<file path="src/rtl/cpu_step_ctrl_if.sv">
// Board-side bundle for cpu_step_ctrl: debounced button pulses, breakpoint setup,
// PC feedback from the core, and the clock-enable/status outputs.
interface cpu_step_ctrl_if #(
    parameter int unsigned CNT_W   = 32,
    parameter int unsigned BURST_W = 8,
    parameter int unsigned PC_W    = 32
);
    logic               step_pulse;
    logic               run_pulse;
    logic               burst_pulse;
    logic [BURST_W-1:0] burst_len;
    logic [PC_W-1:0]    pc;
    logic [PC_W-1:0]    bp_addr;
    logic               bp_en;
    logic               cnt_clr;
    logic               cpu_en;
    logic [1:0]         state;
    logic               bp_hit;
    logic [CNT_W-1:0]   step_cnt;

    // Buttons, core PC and breakpoint setup drive the controller.
    modport master (
        output step_pulse, run_pulse, burst_pulse, burst_len,
        output pc, bp_addr, bp_en, cnt_clr,
        input  cpu_en, state, bp_hit, step_cnt
    );

    // The step controller itself.
    modport slave (
        input  step_pulse, run_pulse, burst_pulse, burst_len,
        input  pc, bp_addr, bp_en, cnt_clr,
        output cpu_en, state, bp_hit, step_cnt
    );
endinterface

</file>
<file path="src/rtl/cpu_step_ctrl.sv">
// CPU clock-enable generator: single-step, N-instruction burst, free-run and
// PC breakpoint halt, plus a count of cycles in which the CPU advanced.
module cpu_step_ctrl #(
    parameter int unsigned CNT_W   = 32,
    parameter int unsigned BURST_W = 8,
    parameter int unsigned PC_W    = 32
) (
    input logic             clk,
    input logic             rstn,
    cpu_step_ctrl_if.slave  bus
);

    typedef enum logic [1:0] {
        StPause  = 2'd0,
        StRun    = 2'd1,
        StBurst  = 2'd2,
        StBpHalt = 2'd3
    } state_e;

    state_e             state_q, state_d;
    logic               step_q, step_d;
    logic [BURST_W-1:0] rem_q, rem_d;
    // Lets the instruction sitting on the breakpoint execute once after resuming.
    logic               skip_q, skip_d;
    logic [CNT_W-1:0]   cnt_q, cnt_d;

    logic [PC_W-1:0]    pc;
    logic [PC_W-1:0]    bp_addr;
    logic               bp_match;
    logic               halted;
    logic               burst_ok;
    logic               cpu_en;

    assign pc       = bus.pc;
    assign bp_addr  = bus.bp_addr;
    assign bp_match = bus.bp_en & (pc == bp_addr);
    assign halted   = (state_q == StPause) | (state_q == StBpHalt);
    // A zero-length burst request is treated as if the button was never pressed.
    assign burst_ok = bus.burst_pulse & (bus.burst_len != '0);

    // Clock enable: halted states only pass a registered step, running states
    // stop on a breakpoint unless it is being stepped over.
    always_comb begin
        cpu_en = 1'b0;
        if (halted) begin
            cpu_en = step_q;
        end else begin
            cpu_en = ~bp_match | skip_q;
        end
    end

    // Next-state: run_pulse beats burst_pulse beats step_pulse; losers are dropped.
    always_comb begin
        state_d = state_q;
        rem_d   = rem_q;
        skip_d  = skip_q;
        step_d  = 1'b0;
        if (cpu_en) begin
            skip_d = 1'b0;
        end
        unique case (state_q)
            StPause, StBpHalt: begin
                if (bus.run_pulse) begin
                    state_d = StRun;
                    skip_d  = (state_q == StBpHalt);
                end else if (burst_ok) begin
                    state_d = StBurst;
                    rem_d   = bus.burst_len;
                    skip_d  = (state_q == StBpHalt);
                end else begin
                    step_d = bus.step_pulse;
                end
            end
            StRun: begin
                if (bus.run_pulse) begin
                    state_d = StPause;
                end else if (bp_match && !skip_q) begin
                    state_d = StBpHalt;
                end
            end
            StBurst: begin
                if (bus.run_pulse) begin
                    state_d = StPause;
                    rem_d   = '0;
                end else if (bp_match && !skip_q) begin
                    state_d = StBpHalt;
                    rem_d   = '0;
                end else if (cpu_en) begin
                    if (rem_q == BURST_W'(1)) begin
                        state_d = StPause;
                        rem_d   = '0;
                    end else begin
                        rem_d = rem_q - BURST_W'(1);
                    end
                end
            end
            default: begin
                state_d = StPause;
                rem_d   = '0;
            end
        endcase
    end

    // Retired-cycle counter; clear wins over increment.
    always_comb begin
        cnt_d = cnt_q;
        if (bus.cnt_clr) begin
            cnt_d = '0;
        end else if (cpu_en) begin
            cnt_d = cnt_q + CNT_W'(1);
        end
    end

    // State registers with asynchronous active-low reset.
    always_ff @(posedge clk or negedge rstn) begin
        if (!rstn) begin
            state_q <= StPause;
            step_q  <= 1'b0;
            rem_q   <= '0;
            skip_q  <= 1'b0;
            cnt_q   <= '0;
        end else begin
            state_q <= state_d;
            step_q  <= step_d;
            rem_q   <= rem_d;
            skip_q  <= skip_d;
            cnt_q   <= cnt_d;
        end
    end

    assign bus.cpu_en   = cpu_en;
    assign bus.state    = state_q;
    assign bus.bp_hit   = (state_q == StBpHalt);
    assign bus.step_cnt = cnt_q;

    // Remaining-step count only lives while bursting.
    a_rem_burst_only: assert property (@(posedge clk) disable iff (!rstn)
        (state_q != StBurst) |-> (rem_q == '0));
    a_rem_nonzero: assert property (@(posedge clk) disable iff (!rstn)
        (state_q == StBurst) |-> (rem_q != '0));
    // Skip is always consumed by the first running cycle.
    a_skip_running: assert property (@(posedge clk) disable iff (!rstn)
        skip_q |-> ((state_q == StRun) || (state_q == StBurst)));

endmodule

</file>
<file path="src/flat_wrapper.sv">
// flat-port wrapper written by rule: the top's interface ports become plain ports
module cpu_step_ctrl_flat 
#(
    parameter int unsigned CNT_W   = 32,
    parameter int unsigned BURST_W = 8,
    parameter int unsigned PC_W    = 32
)
  (clk, rstn, bus_step_pulse, bus_run_pulse, bus_burst_pulse, bus_burst_len, bus_pc, bus_bp_addr, bus_bp_en, bus_cnt_clr, bus_cpu_en, bus_state, bus_bp_hit, bus_step_cnt);
  cpu_step_ctrl_if #(.CNT_W(CNT_W), .BURST_W(BURST_W), .PC_W(PC_W)) bus_i ();
  input logic clk;
  input logic rstn;
  input wire logic [$bits(bus_i.step_pulse)-1:0] bus_step_pulse;
  input wire logic [$bits(bus_i.run_pulse)-1:0] bus_run_pulse;
  input wire logic [$bits(bus_i.burst_pulse)-1:0] bus_burst_pulse;
  input wire logic [$bits(bus_i.burst_len)-1:0] bus_burst_len;
  input wire logic [$bits(bus_i.pc)-1:0] bus_pc;
  input wire logic [$bits(bus_i.bp_addr)-1:0] bus_bp_addr;
  input wire logic [$bits(bus_i.bp_en)-1:0] bus_bp_en;
  input wire logic [$bits(bus_i.cnt_clr)-1:0] bus_cnt_clr;
  output wire logic [$bits(bus_i.cpu_en)-1:0] bus_cpu_en;
  output wire logic [$bits(bus_i.state)-1:0] bus_state;
  output wire logic [$bits(bus_i.bp_hit)-1:0] bus_bp_hit;
  output wire logic [$bits(bus_i.step_cnt)-1:0] bus_step_cnt;
  assign bus_i.step_pulse = bus_step_pulse;
  assign bus_i.run_pulse = bus_run_pulse;
  assign bus_i.burst_pulse = bus_burst_pulse;
  assign bus_i.burst_len = bus_burst_len;
  assign bus_i.pc = bus_pc;
  assign bus_i.bp_addr = bus_bp_addr;
  assign bus_i.bp_en = bus_bp_en;
  assign bus_i.cnt_clr = bus_cnt_clr;
  assign bus_cpu_en = bus_i.cpu_en;
  assign bus_state = bus_i.state;
  assign bus_bp_hit = bus_i.bp_hit;
  assign bus_step_cnt = bus_i.step_cnt;
  cpu_step_ctrl #(.CNT_W(CNT_W), .BURST_W(BURST_W), .PC_W(PC_W)) u_core (.clk(clk), .rstn(rstn), .bus(bus_i));
endmodule
</file>
<file path="config.mk">
export PLATFORM = sky130hd
export DESIGN_NAME = cpu_step_ctrl_flat
export DESIGN_NICKNAME = d
export VERILOG_FILES = /design/src/rtl/cpu_step_ctrl_if.sv /design/src/rtl/cpu_step_ctrl.sv /design/src/flat_wrapper.sv
export SDC_FILE = /design/constraint.sdc
export NUM_CORES = 1
export LEC_CHECK = 0
export BUFFER_PORTS_ARGS = -buffer_cell sky130_fd_sc_hd__buf_2
export CAP_MARGIN = 20
export CORE_MARGIN = 8
export CORE_UTILIZATION = 54
export CTS_CLUSTER_SIZE = 28
export DETAILED_ROUTE_END_ITERATION = 10
export GPL_TIMING_DRIVEN = 0
export PLACE_DENSITY = 0.86
export SLEW_MARGIN = 15
export SYNTH_ARGS = -nofsm -noshare
export SYNTH_HDL_FRONTEND = slang
export SYNTH_SLANG_ARGS = --single-unit
</file>
<file path="constraint.sdc">
create_clock -name clk -period 5.4 [get_ports clk]
set_input_delay 1.62 -clock clk [delete_from_list [all_inputs] [get_ports clk]]
set_output_delay 1.62 -clock clk [all_outputs]
set_load 0.03 [all_outputs]
</file>
==> results of run 1 <==
[sequential cells by signal (all words and copies together), names as in the netlist]
name                 flops
u_core.bus.step_cnt     32
u_core.rem_q             8
u_core.bus.state         2
u_core.skip_q            1
u_core.step_q            1
[final cells by class]
type / instances / share of cell area (%)
multi-input combinational: 286 / 49.56
sequential: 44 / 27.52
timing repair buffer: 115 / 14.76
tap: 75 / 2.345
buffer: 17 / 2.283
clock buffer: 6 / 1.814
clock inverter: 2 / 0.8755
inverter: 9 / 0.8443
[worst paths after layout]
check	depth (start not counted)	slack, ns	endpoint	startpoint
setup / recovery	8	0.32	bus_cpu_en	bus_bp_addr[16]
max in group asynchronous	2	3.76	u_core.rem_q[1]	rstn
min in group asynchronous	1	1.17	u_core.bus.step_cnt[9]	rstn
hold reg to reg	2	0.57	u_core.bus.step_cnt[31]	u_core.bus.step_cnt[31]
setup reg to reg	8	2.71	u_core.bus.step_cnt[21]	u_core.bus.state[0]
hold / removal	2	0.57	u_core.bus.step_cnt[31]	u_core.bus.step_cnt[31]
[logic make-up after synthesis]
logic type,Yosys count,synth area share (%)
adder cells (fa/ha/maj),6,2.339
buffers and inverters,26,3.898
flip-flops,44,34.31
multiplexers,10,3.977
AO/OA/AOI/OAI,74,16.06
XOR/XNOR,32,8.733
AND/OR/NAND/NOR,164,30.68
[cells in the mapped netlist (2+ instances only)]
| cell type | instances |
|---|---|
| sky130_fd_sc_hd__dfrtp_1 | 44 |
| sky130_fd_sc_hd__xnor2_1 | 32 |
| sky130_fd_sc_hd__nor2_1 | 26 |
| sky130_fd_sc_hd__a21oi_1 | 24 |
| sky130_fd_sc_hd__nand3_1 | 22 |
| sky130_fd_sc_hd__or4_1 | 21 |
| sky130_fd_sc_hd__nand4_1 | 20 |
| sky130_fd_sc_hd__o31ai_1 | 20 |
| sky130_fd_sc_hd__clkbuf_1 | 12 |
| sky130_fd_sc_hd__nand2_1 | 12 |
| sky130_fd_sc_hd__nor2b_1 | 10 |
| sky130_fd_sc_hd__inv_1 | 9 |
| sky130_fd_sc_hd__and4_1 | 8 |
| sky130_fd_sc_hd__nand2b_1 | 8 |
| sky130_fd_sc_hd__and3_1 | 7 |
| sky130_fd_sc_hd__nor3_1 | 7 |
| sky130_fd_sc_hd__nor4_1 | 7 |
| sky130_fd_sc_hd__ha_1 | 6 |
| sky130_fd_sc_hd__mux2_2 | 6 |
| sky130_fd_sc_hd__o221ai_1 | 6 |
| sky130_fd_sc_hd__a32oi_1 | 5 |
| sky130_fd_sc_hd__and2_1 | 4 |
| sky130_fd_sc_hd__mux2_4 | 4 |
| sky130_fd_sc_hd__buf_6 | 3 |
| sky130_fd_sc_hd__nand3b_1 | 3 |
| sky130_fd_sc_hd__a22oi_1 | 2 |
| sky130_fd_sc_hd__a311oi_1 | 2 |
| sky130_fd_sc_hd__a31o_2 | 2 |
| sky130_fd_sc_hd__nor3_2 | 2 |
| sky130_fd_sc_hd__o21ai_0 | 2 |
| sky130_fd_sc_hd__o21ai_1 | 2 |
| sky130_fd_sc_hd__o32a_1 | 2 |
| sky130_fd_sc_hd__or3_1 | 2 |
[critical path: cells and delay by family]
| kind | cells | cell delay, ns |
|---|---|---|
| simple gates | 4 | 1.15 |
| xor+xnor | 1 | 0.19 |
| buf+inv | 3 | 0.50 |
[metal layers]
metal / up-vias / GRT usage [%]
li1: 1623 / -
met5: - / 0
met1: 1603 / 25.60
met2: 204 / 37.87
met4: 0 / 10.47
met3: 29 / 6.250
[report_power, final]
part	leakage, nW	internal, mW	switching (mW)
clock network	0.0552	0.138	0.121
logic	1.12	0.219	0.416
registers	0.595	0.380	0.0659
total	1.77	0.736	0.603
[per-stage QoR]
step	utilization, %	hold slack [ns]
after floorplan	-	0.5278
after global placement	66.61	0.5343
after detailed placement	66.61	0.5489
after CTS	68.46	0.5627
after global routing	68.80	0.5811
final	68.80	0.5711
==> flow_summary.ini, run 1 <==
[run_status]
result_of_the_run = completed

[timing]
final_max_slew_viol_count = 0
setup_repair_after_global_routing_missed_its_margin = false
period_minus_slack_ns = 5.085
final_hold_viol_count = 0
timing.fmax_mhz = 196.7
final_critical_path_setup_slack_ns = 0.3153
max_slew.worst_pin.slew_ns = 0.6438
relative_slew_slack_pct = 57.08
fin_skew_ns = 0.009352
layout_worst_path_cycle_share_pct = 94.16
fin_setup_tns_ns = 0
finalSetupViolCount = 0

[power]
powerDensity_nw_per_um2 = 334.7
peakVddDrop_mv = 0.2853
power.total_mw = 1.339
static-leakage-power_nw = 1.773

[detailed_routing]
met2WireLength_um = 4725
detail_route.wirelength_um = 9828
vias_per_cell = 6.244
maxUsedRoutingLayer = met4
detail-route-antenna-nets = 0
routedWlPerCell_um = 17.74
wl_met1_um = 3919
detail_route.first_pass.iterations = 5
met3WireLength_um = 914
drc = 0
routed-via-count = 3459
detailedRoute.firstIterationViolations = 227

[setup_path]
critPathSlowestCell = sky130_fd_sc_hd__nor4bb_1
critical_path_arrival_ns = 3.46
setup.worst_path.end_class = primary output
cp_slowest_stage_delay_ns = 0.57
critPathLaunchType = input pin
crit_top_cell = sky130_fd_sc_hd__buf_2
worst-setup-path-type = input pin to primary output
cp_cell_sequence = buf_2, xnor2_1, nand4_1, nor4bb_1, and4b_1, buf_6, nor2_1, buf_2
timing.critical_path.fanout_max = 10
worstPathRequired_ns = 3.78

[grt]
number_of_global_route_vias_before_repair = 3496
antenna_violations_before_repair = 0
grt.total_usage_pct = 22.38
globalRouteOverflowTotal = 0
global_route_wire_length_before_repair_um = 16000
grt_start_max_net_pins = 45

[finish]
sequential_cell_area_um2 = 1101
layout.cells.most_common = sky130_fd_sc_hd__buf_2
layoutNonFillerInstCount = 554
filler_cell_count = 485
layout-area-overhead-vs-synth_pct = 24.68
final_cell_area_um2 = 4001
final_layout_size_suffix_gt1_share_pct = 29.85
nets = 563
multiInputGateArea_um2 = 1983
antenna-diode-count = 0
commonest_non_fill_non_tap_cells_in_the_layout = sky130_fd_sc_hd__buf_2 (115), sky130_fd_sc_hd__dfrtp_1 (44), sky130_fd_sc_hd__xnor2_1 (32)

[synth]
post_synth_edffs = 0
post_synth_main_area_contributors = sky130_fd_sc_hd__dfrtp_1 (34%), sky130_fd_sc_hd__xnor2_1 (8.7%), sky130_fd_sc_hd__or4_1 (4.9%)
yosysTopAreaCellShare_pct = 34.31
postSynthAreaPerCell_um2 = 9.015
synth_seq_cells = 44
synthesis.nets = 441
post-synth-top-area-cell = sky130_fd_sc_hd__dfrtp_1
synth-warning-count = 0
proportion_of_synthesized_chip_area_in_sequential_cells_pct = 34.31
synth-async-reset-ratio_pct = 100.0
synth_top_flop_cell = sky130_fd_sc_hd__dfrtp_1
netlist_area_um2 = 3209
synthesis.instances = 356
synth_cell_types = 47

[die]
area_of_the_core_um2 = 5816
die_h_um = 93.09
fp.dieArea_um2 = 8666
floorplan.initialDensity_pct = 55.19
fp.dieW_um = 93.09
floorplan.rows = 28
io_pins = 115

[cts]
worst_skew_pair.late_latency_ns = 0.31
cts.root.buffer_cell = sky130_fd_sc_hd__clkbuf_8
post_cts.repair.setup_buffers = 0
clock_sink_count = 44
cts_repair_resize_count = 0
cts-hold-fix-buffers = 0
worst_setup_hold_path_clk_slew_ns = 0.09
clock_tree.htree_level_count = 2
cts-root-to-sink-buffers = 2
cts_bufs_inserted = 5
cts_tree = done

[placed_design]
port_buffers = 114
dp_slack_ns = 0.3232
dpl.cell_count = 545
gpl.final_weighted_congestion = 0.9064
placement.cell_area_um2 = 3874
hpwl_um = 7633

[run]
max-cap-violations = 0

[hold_path]
worst_hold_path_type = register to register
No activity file was read; power rests on OpenSTA's default activity.
==> run 2, diff against run 1 <==
Settings changed: CAP_MARGIN 20 to 25, CORE_ASPECT_RATIO from default to 1.2.
==> flow_summary.ini, run 2 (synthesis gave the netlist of run 1 again) <==
[run_status]
result_of_the_run = completed

[setup_path]
worst-setup-path-type = input pin to primary output
cp_bufs_invs = 3
critPathLaunchType = input pin
kind_of_cell_adding_the_most_delay_to_the_critical_path = simple AND/OR/NAND/NOR gates
cp_slowest_stage_delay_ns = 0.53
setup.worst_path.end_class = primary output
critical_path_arrival_ns = 3.40
critPathSlowestCell = sky130_fd_sc_hd__nor4bb_1
worstPathRequired_ns = 3.78
crit_top_cell = sky130_fd_sc_hd__buf_2
cp_cell_sequence = buf_2, xnor2_1, nand4_1, nor4bb_1, and4b_1, buf_6, nor2_1, buf_2
timing.critical_path.fanout_max = 10

[timing]
setup_repair_after_global_routing_missed_its_margin = false
fin_setup_tns_ns = 0
fin_skew_ns = 0.003942
relative_slew_slack_pct = 56.54
final_hold_viol_count = 0
whs_ns = 0.5527
period_minus_slack_ns = 5.022
layout_worst_path_cycle_share_pct = 93.00
final_max_slew_viol_count = 0
max_slew.worst_pin.slew_ns = 0.6518
finalSetupViolCount = 0
timing.fmax_mhz = 199.1

[cts]
post_cts.repair.setup_buffers = 0
cts.root.buffer_cell = sky130_fd_sc_hd__clkbuf_8
worst_setup_hold_path_clk_slew_ns = 0.08
worst_skew_pair.late_latency_ns = 0.30
clock_tree.htree_level_count = 2
cts-root-to-sink-buffers = 2
cts-hold-fix-buffers = 0
clock_sink_count = 44
cts_tree = done
cts_bufs_inserted = 5
cts_repair_resize_count = 0

[die]
fp.dieArea_um2 = 8676
fp.dieW_um = 86.38
floorplan.rows = 30
floorplan.initialDensity_pct = 56.25
io_pins = 115
area_of_the_core_um2 = 5705
die_h_um = 100.5

[power]
static-leakage-power_nw = 1.759
power.share.combinational_pct = 49.5
pwr-share-seq_pct = 34.7
peakVddDrop_mv = 0.3029
internal-power_mw = 0.6872
share_clk_of_total_power_pct = 15.8
p_switching_mw = 0.5916
p_sw_share_pct = 46.26
powerDensity_nw_per_um2 = 321.5
power.total_mw = 1.279

[finish]
nets = 563
commonest_non_fill_non_tap_cells_in_the_layout = sky130_fd_sc_hd__buf_2 (115), sky130_fd_sc_hd__dfrtp_1 (44), sky130_fd_sc_hd__xnor2_1 (32)
layout-area-overhead-vs-synth_pct = 23.94
layout.cells.most_common = sky130_fd_sc_hd__buf_2
largest_reg_flops = 32
final_layout_size_suffix_gt1_share_pct = 29.71
final_cell_area_um2 = 3978
antenna-diode-count = 0

[detailed_routing]
detail_route.wirelength_um = 9510
detailedRoute.firstIterationViolations = 250
routedWlPerCell_um = 17.04
detail-route-antenna-nets = 0
detail_route.first_pass.iterations = 4
routed-via-count = 3405
vias_per_cell = 6.102
drc = 0

[run]
max-cap-violations = 0

[grt]
number_of_global_route_vias_before_repair = 3529
grt_start_max_net_pins = 45
global_route_wire_length_before_repair_um = 15880
globalRouteOverflowTotal = 0
grt.total_usage_pct = 22.27
antenna_violations_before_repair = 0

[placed_design]
gpl.final_weighted_congestion = 0.9023
hpwl_um = 7474
port_buffers = 114
placement.cell_area_um2 = 3880

[hold_path]
worst_hold_path_type = register to register
-- run 2: cell count changes in the layout (fill, tap and decap cells not counted), sizes merged --
cell,previous run,this run
bufinv,1,0
-- run 2: layer usage --
layer  track usage, %  vias up  wire length, µm
li1                 -     1617                -
met1            24.39     1610             3786
met2            38.93      166             4706
met3            6.770       12              868
met4            8.765        0              149
met5                0        -                0
-- run 2: cell type report --
cell class / count / area (µm²)
buffer: 17 / 91.34
clock buffer: 6 / 72.57
clock inverter: 1 / 5.005
fill: 473 / 1728
inverter: 9 / 33.78
multi-input combinational: 286 / 1983
sequential: 44 / 1101
tap: 80 / 100.1
timing repair buffer: 115 / 590.6
-- run 2: path summary, 6_finish.rpt --
path / startpoint / endpoint / slack [ns] / cells after the start
max in group asynchronous: rstn / u_core.bus.step_cnt[2] / 3.77 / 2
max: bus_bp_addr[4] / bus_cpu_en / 0.38 / 8
min reg2reg: u_core.bus.step_cnt[31] / u_core.bus.step_cnt[31] / 0.55 / 2
max reg2reg: u_core.bus.state[0] / u_core.bus.step_cnt[27] / 2.69 / 8
min in group asynchronous: rstn / u_core.bus.step_cnt[14] / 1.17 / 1
min: u_core.bus.step_cnt[31] / u_core.bus.step_cnt[31] / 0.55 / 2
-- run 2: power by group through the flow --
stage / Clock (mW) / Sequential [mW] / Combinational (mW)
final: 0.202 / 0.444 / 0.633
after global placement: 0 / 0.445 / 0.600
after floorplan: 0 / 0.463 / 0.411
after CTS: 0.206 / 0.441 / 0.625
after global routing: 0.222 / 0.453 / 0.692
after detailed placement: 0 / 0.445 / 0.623
-- run 2: metrics by stage --
step / cells / setup slack [ns] / utilization [%]
3_3_place_gp: 550 / 0.3871 / 68.00
5_1_grt: 558 / 0.2716 / 69.71
3_5_place_dp: 550 / 0.3704 / 68.00
4_1_cts: 557 / 0.3688 / 69.36
6_report: 558 / 0.3778 / 69.71
2_1_floorplan: 356 / 0.7787 / -
-- run 2: tightest hold or removal path, stage by stage (launching register included) --
cell and delay, ns:
sky130_fd_sc_hd__dfrtp_1 0.39, sky130_fd_sc_hd__o31ai_1 0.07, sky130_fd_sc_hd__a21oi_1 0.06
